**src/rtl/commit_trace_fifo.sv**
```systemverilog
`default_nettype none
// ============================================================================
// Module   : commit_trace_fifo
// Purpose  : Buffers per-instruction retire records for the lock-step
//            checker, stamps each accepted record with a 16-bit sequence
//            number, raises early backpressure and flags dropped retires.
// Options  : COMMIT_TRACE_BYPASS_EN - zero-latency forward of a retire to
//            the checker when the FIFO is empty and the checker is ready.
// Revision : 1.0 - initial release
// ============================================================================
module commit_trace_fifo #(
  parameter int ADDR_WIDTH   = 32,
  parameter int DATA_WIDTH   = 32,
  parameter int INSTR_WIDTH  = 32,
  parameter int REG_AW       = 5,
  parameter int DEPTH        = 8,
  parameter int STALL_MARGIN = 2
) (
  input  logic                     clk_i,
  input  logic                     arst_i,
  input  logic                     ret_valid_i,
  input  logic [ADDR_WIDTH-1:0]    ret_pc_i,
  input  logic [INSTR_WIDTH-1:0]   ret_instr_i,
  input  logic                     ret_rd_we_i,
  input  logic [REG_AW-1:0]        ret_rd_addr_i,
  input  logic [DATA_WIDTH-1:0]    ret_rd_data_i,
  input  logic                     ret_dmem_op_i,
  input  logic                     ret_dmem_we_i,
  input  logic [ADDR_WIDTH-1:0]    ret_dmem_addr_i,
  input  logic [DATA_WIDTH-1:0]    ret_dmem_data_i,
  output logic                     stall_o,
  output logic                     chk_valid_o,
  input  logic                     chk_ready_i,
  output logic [ADDR_WIDTH-1:0]    chk_pc_o,
  output logic [INSTR_WIDTH-1:0]   chk_instr_o,
  output logic                     chk_rd_we_o,
  output logic [REG_AW-1:0]        chk_rd_addr_o,
  output logic [DATA_WIDTH-1:0]    chk_rd_data_o,
  output logic                     chk_dmem_op_o,
  output logic                     chk_dmem_we_o,
  output logic [ADDR_WIDTH-1:0]    chk_dmem_addr_o,
  output logic [DATA_WIDTH-1:0]    chk_dmem_data_o,
  output logic [15:0]              chk_seq_o,
  output logic [$clog2(DEPTH):0]   count_o,
  output logic                     overflow_o
);

  localparam int IW    = $clog2(DEPTH);
  localparam int PW    = IW + 1;
  localparam int REC_W = 2*ADDR_WIDTH + INSTR_WIDTH + 1 + REG_AW + 2*DATA_WIDTH + 2 + 16;
  localparam logic [PW-1:0] DEPTH_C  = PW'(DEPTH);
  localparam logic [PW-1:0] MARGIN_C = PW'(STALL_MARGIN);

  logic [PW-1:0]    wr_ptr_q, wr_ptr_d, rd_ptr_q, rd_ptr_d, count_q, count_d;
  logic [15:0]      seq_q, seq_d;
  logic             overflow_q, overflow_d, stall_q, stall_d;
  logic [REC_W-1:0] mem_q [DEPTH];

  logic [REC_W-1:0] in_rec, head_rec, out_rec;
  logic             empty, full, push, pop, bypass, accept, drop, chk_valid;
  logic             san_rd_we, san_dmem_we;
  logic [ADDR_WIDTH-1:0] san_dmem_addr;
  logic [DATA_WIDTH-1:0] san_dmem_data;

  // Sanitise the incoming record: no x0 writes, no dmem fields without an access.
  always_comb begin
    san_rd_we     = ret_rd_we_i & (ret_rd_addr_i != '0);
    san_dmem_we   = ret_dmem_op_i & ret_dmem_we_i;
    san_dmem_addr = ret_dmem_op_i ? ret_dmem_addr_i : '0;
    san_dmem_data = ret_dmem_op_i ? ret_dmem_data_i : '0;
    in_rec = {ret_pc_i, ret_instr_i, san_rd_we, ret_rd_addr_i, ret_rd_data_i,
              ret_dmem_op_i, san_dmem_we, san_dmem_addr, san_dmem_data, seq_q};
  end

  assign empty    = (rd_ptr_q == wr_ptr_q);
  assign full     = (rd_ptr_q[IW-1:0] == wr_ptr_q[IW-1:0]) & (rd_ptr_q[IW] != wr_ptr_q[IW]);
  assign head_rec = mem_q[rd_ptr_q[IW-1:0]];

`ifdef COMMIT_TRACE_BYPASS_EN
  assign bypass    = empty & chk_ready_i & ret_valid_i;
  assign chk_valid = ~empty | ret_valid_i;
  assign out_rec   = chk_valid ? (empty ? in_rec : head_rec) : '0;
`else
  assign bypass    = 1'b0;
  assign chk_valid = ~empty;
  assign out_rec   = chk_valid ? head_rec : '0;
`endif

  // A pop only ever drains a stored record; a bypassed retire never touches storage.
  assign pop    = ~empty & chk_ready_i;
  assign push   = ret_valid_i & (~full | pop) & ~bypass;
  assign accept = push | bypass;
  assign drop   = ret_valid_i & ~accept;

  // Next-state for pointers, occupancy, sequence counter and status flags.
  always_comb begin
    wr_ptr_d   = wr_ptr_q + PW'(push);
    rd_ptr_d   = rd_ptr_q + PW'(pop);
    count_d    = count_q;
    if (push & ~pop)      count_d = count_q + 1'b1;
    else if (pop & ~push) count_d = count_q - 1'b1;
    seq_d      = accept ? seq_q + 16'd1 : seq_q;
    overflow_d = overflow_q | drop;
    stall_d    = (DEPTH_C - count_d) <= MARGIN_C;
  end

  // Control state with asynchronous clear.
  always_ff @(posedge clk_i or posedge arst_i) begin
    if (arst_i) begin
      wr_ptr_q   <= '0;
      rd_ptr_q   <= '0;
      count_q    <= '0;
      seq_q      <= '0;
      overflow_q <= 1'b0;
      stall_q    <= 1'b0;
    end else begin
      wr_ptr_q   <= wr_ptr_d;
      rd_ptr_q   <= rd_ptr_d;
      count_q    <= count_d;
      seq_q      <= seq_d;
      overflow_q <= overflow_d;
      stall_q    <= stall_d;
    end
  end

  // Record storage; contents are only observable through a valid head.
  always_ff @(posedge clk_i) begin
    if (push) mem_q[wr_ptr_q[IW-1:0]] <= in_rec;
  end

  assign {chk_pc_o, chk_instr_o, chk_rd_we_o, chk_rd_addr_o, chk_rd_data_o,
          chk_dmem_op_o, chk_dmem_we_o, chk_dmem_addr_o, chk_dmem_data_o,
          chk_seq_o} = out_rec;

  assign chk_valid_o = chk_valid;
  assign count_o     = count_q;
  assign overflow_o  = overflow_q;
  assign stall_o     = stall_q;

endmodule
`default_nettype wire

```
**config.mk**
```make
export PLATFORM = sky130hd
export DESIGN_NAME = commit_trace_fifo
export DESIGN_NICKNAME = d
export VERILOG_FILES = /design/src/rtl/commit_trace_fifo.sv
export SDC_FILE = /design/constraint.sdc
export NUM_CORES = 1
export LEC_CHECK = 0
export ABC_AREA = 1
export CAP_MARGIN = 20
export CORE_MARGIN = 5
export CORE_UTILIZATION = 50
export CTS_CLUSTER_DIAMETER = 200
export CTS_CLUSTER_SIZE = 14
export DETAILED_ROUTE_END_ITERATION = 6
export PLACE_DENSITY = 0.74
export SYNTH_ARGS = -nofsm -noshare
export SYNTH_HDL_FRONTEND = slang
export SYNTH_SLANG_ARGS = --single-unit
```
**constraint.sdc**
```tcl
create_clock -name clk_i -period 18.52 [get_ports clk_i]
set_clock_uncertainty 0.1 [all_clocks]
set_input_delay 3.704 -clock clk_i [delete_from_list [all_inputs] [get_ports clk_i]]
set_output_delay 3.704 -clock clk_i [all_outputs]
set_load 0.01 [all_outputs]
```
==> reports/summary.json, run 1 <==
{
  "drt.antenna.violating_nets": {"value": 0},
  "most_frequent_cells_in_the_layout": {"value": "sky130_fd_sc_hd__edfxtp_1, sky130_fd_sc_hd__nor2_1, sky130_fd_sc_hd__o21ai_0"},
  "reg2reg_depth": {"value": 14},
  "placed_cells": {"value": 6177},
  "yosysSeqAreaShare": {"value": 0.763},
  "setup-violations-final": {"value": 0},
  "nets": {"value": 4939},
  "power_leakage": {"value": 21.9, "unit": "nW"},
  "tritoncts": {"value": "done"},
  "yosysTopAreaCellShare": {"value": 0.751},
  "clk-insertion-delay-late": {"value": 710, "unit": "ps"},
  "grt_antenna_before_repair": {"value": 8},
  "synth_area_leaders": {"value": "sky130_fd_sc_hd__edfxtp_1, sky130_fd_sc_hd__o21ai_0, sky130_fd_sc_hd__nor2_1"},
  "timing.critical_path.to_type": {"value": "primary output"},
  "synth-main-ff-cell": {"value": "sky130_fd_sc_hd__edfxtp_1"},
  "fin_crit_sh": {"value": 0.559},
  "synth_async_sr_flop_share": {"value": 0.0200},
  "synth_fp_nets": {"value": 4719},
  "grt_overflow": {"value": 0},
  "finalWeightedCongestion": {"value": 0.764},
  "via_per_inst": {"value": 5.82},
  "worst_case_setup_slack_after_placement": {"value": 9000, "unit": "ps"},
  "yosys_warnings": {"value": 0},
  "power.ir.vdd_worst": {"value": 0.000173, "unit": "V"},
  "timing.hold.worst.class": {"value": "reg -> reg"},
  "postCtsSetupRepairBufs": {"value": 0},
  "postSynthAreaPerCell": {"value": 13.0, "unit": "um^2"},
  "flow.area_growth_from_synthesis": {"value": 13.5, "unit": "%"},
  "rsz0062_at_grt": {"value": "false"},
  "cts_num_sinks": {"value": 1502},
  "clock_tree.htree_level_count": {"value": 3},
  "cts_root_buffer_type": {"value": "sky130_fd_sc_hd__clkbuf_16"},
  "final_hold_viol_count": {"value": 0},
  "synth.ff_latch_count": {"value": 1502},
  "cp_max_fo": {"value": 93},
  "cts_hold_repair.buffers": {"value": 0},
  "fmaxAchievable": {"value": 96.7, "unit": "MHz"},
  "rows": {"value": 126},
  "max-clock-path-buffers": {"value": 3},
  "tightest_slew": {"value": 1090, "unit": "ps"},
  "share_of_final_layout_standard_cells_stronger_than_drive_strength_1": {"value": 0.0428},
  "synthCells": {"value": 4540},
  "worst_slack": {"value": 8170, "unit": "ps"},
  "initial_utilization": {"value": 0.501},
  "layout.cells.non_filler": {"value": 6335},
  "grt_start_max_net_pins": {"value": 234},
  "detail_route.drc_violations": {"value": 2},
  "drt-pass1-iter-count": {"value": 7},
  "path_class": {"value": "reg -> out"},
  "yosys.area.top_type": {"value": "sky130_fd_sc_hd__edfxtp_1"},
  "cts_made_buffers": {"value": 117},
  "synth.distinct_cells": {"value": 33},
  "finalCoreUtilization": {"value": 0.569},
  "arrival_time_worst_endpoint": {"value": 6540, "unit": "ps"},
  "synth_enable_flop_cells": {"value": 1472},
  "hpwlAfterDp": {"value": 69.4, "unit": "mm"},
  "initialDrtViolationCount": {"value": 3574},
  "status": {"value": "complete, but fails checks"},
  "timing.max_cap.violations": {"value": 0},
  "maxSlewViolCount": {"value": 0},
  "final_period_minus_worst_setup_slack": {"value": 10350, "unit": "ps"},
  "violations": {"value": "design-rule violations"},
  "powerDensity": {"value": 169, "unit": "nW/um^2"},
  "hold_slack_final": {"value": 395, "unit": "ps"},
  "totalWireLength": {"value": 138, "unit": "mm"},
  "io_pins": {"value": 363},
  "vias": {"value": 36800},
  "finalSetupTns": {"value": 0, "unit": "ps"},
  "die_area": {"value": 125000, "unit": "um^2"},
  "cp-start-kind": {"value": "flip-flop"},
  "drt-wirelength-per-cell": {"value": 21.8, "unit": "um"},
  "first_pass_grt_wire_length": {"value": 211, "unit": "mm"},
  "width_of_the_die": {"value": 353, "unit": "um"},
  "vias_in_the_first_global_route": {"value": 36300},
  "port-buffer-count": {"value": 362},
  "post_cts_resized": {"value": 0},
  "layout_commonest_cell": {"value": "sky130_fd_sc_hd__edfxtp_1"},
  "slew-limit-headroom": {"value": 0.274},
  "global_route_usage_over_all_layers": {"value": 0.215},
  "fp.dieH": {"value": 353, "unit": "um"},
  "hold-path-cell-count": {"value": 1},
  "core": {"value": 117000, "unit": "um^2"},
  "clkTransAtPathRegs": {"value": 70, "unit": "ps"},
  "synth.cell_area": {"value": 58900, "unit": "um^2"},
  "cp.required": {"value": 14720, "unit": "ps"}
}
==> layout make-up <==
type / count / area (um^2)
multi-input combinational: 2626 / 12300
clock buffer: 144 / 3050
fill: 8998 / 50600
timing repair buffer: 415 / 4080
inverter: 98 / 402
tap: 1536 / 1920
antenna: 7 / 17.5
sequential: 1502 / 45000
clock inverter: 7 / 105
==> flip-flops by register name (all words and copies together), names as in the netlist <==
signal and count:
overflow_o 1, seq_q 16, mem_q 1472, rd_ptr_q 4, wr_ptr_q 4, count_o 4
stall_o 1
==> critical path, stage by stage, from the launching register on <==
cell and delay, ps:
sky130_fd_sc_hd__dfrtp_4 900, sky130_fd_sc_hd__buf_4 770, sky130_fd_sc_hd__buf_4 880, sky130_fd_sc_hd__buf_4 840, sky130_fd_sc_hd__buf_4 830, sky130_fd_sc_hd__o21ai_0 220
sky130_fd_sc_hd__o22ai_1 200, sky130_fd_sc_hd__o21ai_0 90, sky130_fd_sc_hd__a31oi_1 330, sky130_fd_sc_hd__clkdlybuf4s50_1 600
==> where the power goes <==
part	internal (mW)	switching, mW	total (mW)
Sequential	4.31	0.169	4.48
Combinational	1.66	2.89	4.55
Clock	1.15	1.10	2.25
Total	7.12	4.16	11.3
==> through the flow <==
stage / power (mW) / instance area [um^2]
3_3_place_gp: 9.03 / 63600
2_1_floorplan: 7.15 / 58900
5_1_grt: 11.9 / 66800
4_1_cts: 11.3 / 66800
6_report: 11.3 / 66800
3_5_place_dp: 9.11 / 63600
==> layer usage <==
metal | wire length [um] | vias to the layer above | part of all wire | GRT usage
met2 | 68000 | 1425 | 0.49 | 0.365
met3 | 9890 | 210 | 0.072 | 0.0349
met5 | 47 | - | 0.00034 | 0
met1 | 57100 | 18200 | 0.41 | 0.291
met4 | 3030 | 8 | 0.022 | 0.0598
li1 | - | 17000 | - | -
==> cell usage after synthesis, types with 12 or more instances <==
| cell | instances |
|---|---|
| sky130_fd_sc_hd__o22ai_1 | 184 |
| sky130_fd_sc_hd__xor2_1 | 14 |
| sky130_fd_sc_hd__buf_2 | 95 |
| sky130_fd_sc_hd__o21ai_1 | 42 |
| sky130_fd_sc_hd__o21ai_0 | 884 |
| sky130_fd_sc_hd__a31oi_1 | 184 |
| sky130_fd_sc_hd__nand2_1 | 142 |
| sky130_fd_sc_hd__edfxtp_1 | 1472 |
| sky130_fd_sc_hd__nor2_1 | 1122 |
| sky130_fd_sc_hd__inv_1 | 92 |
| sky130_fd_sc_hd__buf_1 | 22 |
| sky130_fd_sc_hd__clkbuf_1 | 189 |
| sky130_fd_sc_hd__nand3_1 | 12 |
| sky130_fd_sc_hd__dfrtp_1 | 30 |
==> worst paths after layout <==
| kind | startpoint | to | slack (ps) |
|---|---|---|---|
| max | rd_ptr_q[0] | chk_dmem_addr_o[18] | 8170 |
| min | overflow_o | overflow_o | 390 |
| max reg2reg | rd_ptr_q[1] | mem_q[4][124] | 12380 |
| min reg2reg | overflow_o | overflow_o | 390 |
| max in group asynchronous | arst_i | rd_ptr_q[0] | 14700 |
| min in group asynchronous | arst_i | stall_o | 3280 |
==> cell families (layout without fill, tap and decap cells) <==
family | after synthesis | after routing | synth area share
xor+xnor | 19 | 19 | 0.00283
flops | 1502 | 1502 | 0.763
compound gates | 1296 | 1296 | 0.118
buf+inv | 412 | 664 | 0.0291
simple gates | 1304 | 1304 | 0.0850
other cells | 0 | 7 | 0
fa+ha+maj | 7 | 7 | 0.00149
Power figures use the tool's default switching activity.
==> run 2: changes to the inputs <==
Clock period 18.52 ns to 9.6 ns, I/O delays scaled along.
==> run 2 against run 1 <==
Net effect: the flow now finishes without violations; via count up 0.25%; non-clock buffer count unchanged; worst setup slack worse by 6000 ps.
==> reports/summary.json, run 2 (same netlist as run 1, synthesis figures left out) <==
{
  "flow.area_growth_from_synthesis": {"value": 13.6, "unit": "%", "change": "about the same"},
  "drt-wirelength-per-cell": {"value": 22.0, "unit": "um", "change": "+0.95%"},
  "max-clock-path-buffers": {"value": 3, "change": "unchanged"},
  "postCtsSetupRepairBufs": {"value": 0, "change": "unchanged"},
  "share_of_final_layout_standard_cells_stronger_than_drive_strength_1": {"value": 0.0426, "change": "-0.000200"},
  "layout_commonest_cell": {"value": "sky130_fd_sc_hd__edfxtp_1"},
  "cts_made_buffers": {"value": 117, "change": "unchanged"},
  "r2r_end": {"value": "mem_q[2][129]"},
  "cts_hold_repair.buffers": {"value": 0, "change": "unchanged"},
  "port-buffer-count": {"value": 362, "change": "unchanged"},
  "arrival_time_worst_endpoint": {"value": 5410, "unit": "ps", "change": "-1130 ps"},
  "reg2reg_depth": {"value": 14, "change": "unchanged"},
  "placed_cells": {"value": 6177, "change": "unchanged"},
  "tightest_slew": {"value": 1310, "unit": "ps", "change": "+222 ps"},
  "cts_root_buffer_type": {"value": "sky130_fd_sc_hd__clkbuf_16"},
  "rsz0062_at_grt": {"value": "false"},
  "hold-path-cell-count": {"value": 1, "change": "unchanged"},
  "ff2ff_setup_slack": {"value": 4110, "unit": "ps", "change": "-8270 ps"},
  "powerDensity": {"value": 326, "unit": "nW/um^2", "change": "+93%"},
  "drt.antenna.violating_nets": {"value": 0, "change": "unchanged"},
  "core": {"value": 117000, "unit": "um^2", "change": "unchanged"},
  "final_hold_viol_count": {"value": 0, "change": "unchanged"},
  "hpwlAfterDp": {"value": 71.1, "unit": "mm", "change": "+2.4%"},
  "fp.dieH": {"value": 353, "unit": "um", "change": "unchanged"},
  "timing.max_cap.violations": {"value": 0, "change": "unchanged"},
  "rows": {"value": 126, "change": "unchanged"},
  "power.ir.vdd_worst": {"value": 0.000363, "unit": "V", "change": "+110%"},
  "tritoncts": {"value": "done"},
  "grt_antenna_before_repair": {"value": 14, "change": "+6"},
  "slew-limit-headroom": {"value": 0.126, "change": "-0.148"},
  "fin_crit_sh": {"value": 0.774},
  "startpoint_of_the_most_critical_register_to_register_path": {"value": "rd_ptr_q[0]"},
  "fmaxAchievable": {"value": 135, "unit": "MHz"},
  "grt_overflow": {"value": 0, "change": "unchanged"},
  "final_period_minus_worst_setup_slack": {"value": 7430, "unit": "ps"},
  "power_leakage": {"value": 21.9, "unit": "nW", "change": "about the same"},
  "number_of_flip_flops_in_the_largest_register": {"value": 1472, "change": "unchanged"},
  "clk-insertion-delay-late": {"value": 690, "unit": "ps", "change": "-20 ps"},
  "io_pins": {"value": 363, "change": "unchanged"},
  "global_route_usage_over_all_layers": {"value": 0.216, "change": "+0.000905"},
  "post_cts_resized": {"value": 0, "change": "unchanged"},
  "holdCritStartpoint": {"value": "overflow_o"},
  "cp-start-kind": {"value": "flip-flop"},
  "cts_num_sinks": {"value": 1502, "change": "unchanged"},
  "width_of_the_die": {"value": 353, "unit": "um", "change": "unchanged"},
  "cp_max_fo": {"value": 177, "change": "+90%"},
  "totalWireLength": {"value": 139, "unit": "mm", "change": "+0.93%"},
  "detail_route.drc_violations": {"value": 0, "change": "-2"},
  "setup-violations-final": {"value": 0, "change": "unchanged"},
  "initial_utilization": {"value": 0.501, "change": "unchanged"},
  "grt_start_max_net_pins": {"value": 269, "change": "+15%"},
  "timing.critical_path.to_type": {"value": "primary output"},
  "clkTransAtPathRegs": {"value": 70, "unit": "ps", "change": "about the same"},
  "min_delay_worst_endpoint": {"value": "overflow_o"},
  "vias": {"value": 36900, "change": "+0.25%"},
  "worst_slack": {"value": 2170, "unit": "ps", "change": "-6000 ps"},
  "finalCoreUtilization": {"value": 0.569, "change": "about the same"},
  "vias_in_the_first_global_route": {"value": 35600, "change": "-1.8%"},
  "layout.cells.non_filler": {"value": 6334, "change": "-0.016%"},
  "nets": {"value": 4939, "change": "unchanged"},
  "cp.required": {"value": 7580, "unit": "ps", "change": "-7140 ps"},
  "clock_tree.htree_level_count": {"value": 3, "change": "unchanged"},
  "hold_slack_final": {"value": 394, "unit": "ps", "change": "-0.944 ps"},
  "die_area": {"value": 125000, "unit": "um^2", "change": "unchanged"},
  "first_pass_grt_wire_length": {"value": 212, "unit": "mm", "change": "+0.40%"},
  "finalSetupTns": {"value": 0, "unit": "ps", "change": "unchanged"},
  "maxSlewViolCount": {"value": 0, "change": "unchanged"},
  "drt-pass1-iter-count": {"value": 5, "change": "-2"},
  "timing.hold.worst.class": {"value": "reg -> reg"},
  "nFillCells": {"value": 9113, "change": "+1.3%"},
  "initialDrtViolationCount": {"value": 3879, "change": "+8.5%"},
  "via_per_inst": {"value": 5.83, "change": "+0.27%"},
  "status": {"value": "finished, final reports clean"},
  "finalWeightedCongestion": {"value": 0.777, "change": "+1.6%"},
  "worst_case_setup_slack_after_placement": {"value": 3010, "unit": "ps", "change": "-5990 ps"},
  "most_frequent_cells_in_the_layout": {"value": "sky130_fd_sc_hd__edfxtp_1, sky130_fd_sc_hd__nor2_1, sky130_fd_sc_hd__o21ai_0"},
  "path_class": {"value": "reg -> out"}
}
[run 2: cell types whose count changed in the layout (fill, tap and decap cells not counted)]
cell and change:
sky130_fd_sc_hd__clkbuf_16 +2, sky130_fd_sc_hd__buf_12 +4, sky130_fd_sc_hd__buf_4 -4, sky130_fd_sc_hd__inv_6 -1
sky130_fd_sc_hd__inv_16 -2
[run 2: per-layer routing]
metal / wire length [um] / vias up / part of all wire / track usage
li1: - / 17000 / - / -
met1: 57000 / 18200 / 0.41 / 0.298
met5: 75 / - / 0.00054 / 0
met3: 12000 / 198 / 0.086 / 0.0397
met4: 2740 / 10 / 0.020 / 0.0554
met2: 67500 / 1574 / 0.48 / 0.359
[run 2: worst max-delay path by stage]
| stage | to | slack, ps | startpoint |
|---|---|---|---|
| floorplan | mem_q[0][0] | -1220 | chk_ready_i |
| global placement | chk_dmem_addr_o[25] | 3030 | rd_ptr_q[0] |
| detailed placement | chk_dmem_addr_o[25] | 3010 | rd_ptr_q[0] |
| CTS | chk_dmem_addr_o[25] | 2240 | rd_ptr_q[0] |
| global route | chk_dmem_addr_o[2] | 1870 | rd_ptr_q[0] |
| finish | chk_dmem_addr_o[25] | 2170 | rd_ptr_q[0] |
[run 2: metrics by stage]
step	cell area, um^2	total power, mW
finish	66900	21.8
global route	66900	22.9
CTS	66800	21.9
detailed placement	63700	17.6
global placement	63700	17.4
floorplan	58900	13.8
[run 2: critical path, stage by stage, from the launching register on]
cell,delay [ps]
sky130_fd_sc_hd__dfrtp_4,860
sky130_fd_sc_hd__buf_12,530
sky130_fd_sc_hd__buf_4,810
sky130_fd_sc_hd__buf_12,550
sky130_fd_sc_hd__o21ai_0,200
sky130_fd_sc_hd__o22ai_1,190
sky130_fd_sc_hd__o21ai_0,90
sky130_fd_sc_hd__a31oi_1,350
sky130_fd_sc_hd__clkdlybuf4s50_1,620
[run 2: layout make-up]
type                    instances  area, um^2  area share
diodes                          7        17.5    0.000262
multi-input cells            2626       12300       0.184
clock buffers                 146        3100      0.0464
repair buffers                415        4130      0.0618
clock inverters                 4        56.3    0.000842
flip-flops and latches       1502       45000       0.672
inverters                      98         402     0.00601
well taps                    1536        1920      0.0287
[run 2: report_power, final]
| part | leakage (nW) | internal, mW | switching [mW] | total, mW |
|---|---|---|---|---|
| clock network | 1.54 | 2.23 | 2.10 | 4.33 |
| logic | 6.59 | 3.22 | 5.59 | 8.81 |
| registers | 13.8 | 8.31 | 0.316 | 8.63 |
| total | 21.9 | 13.8 | 8.00 | 21.8 |
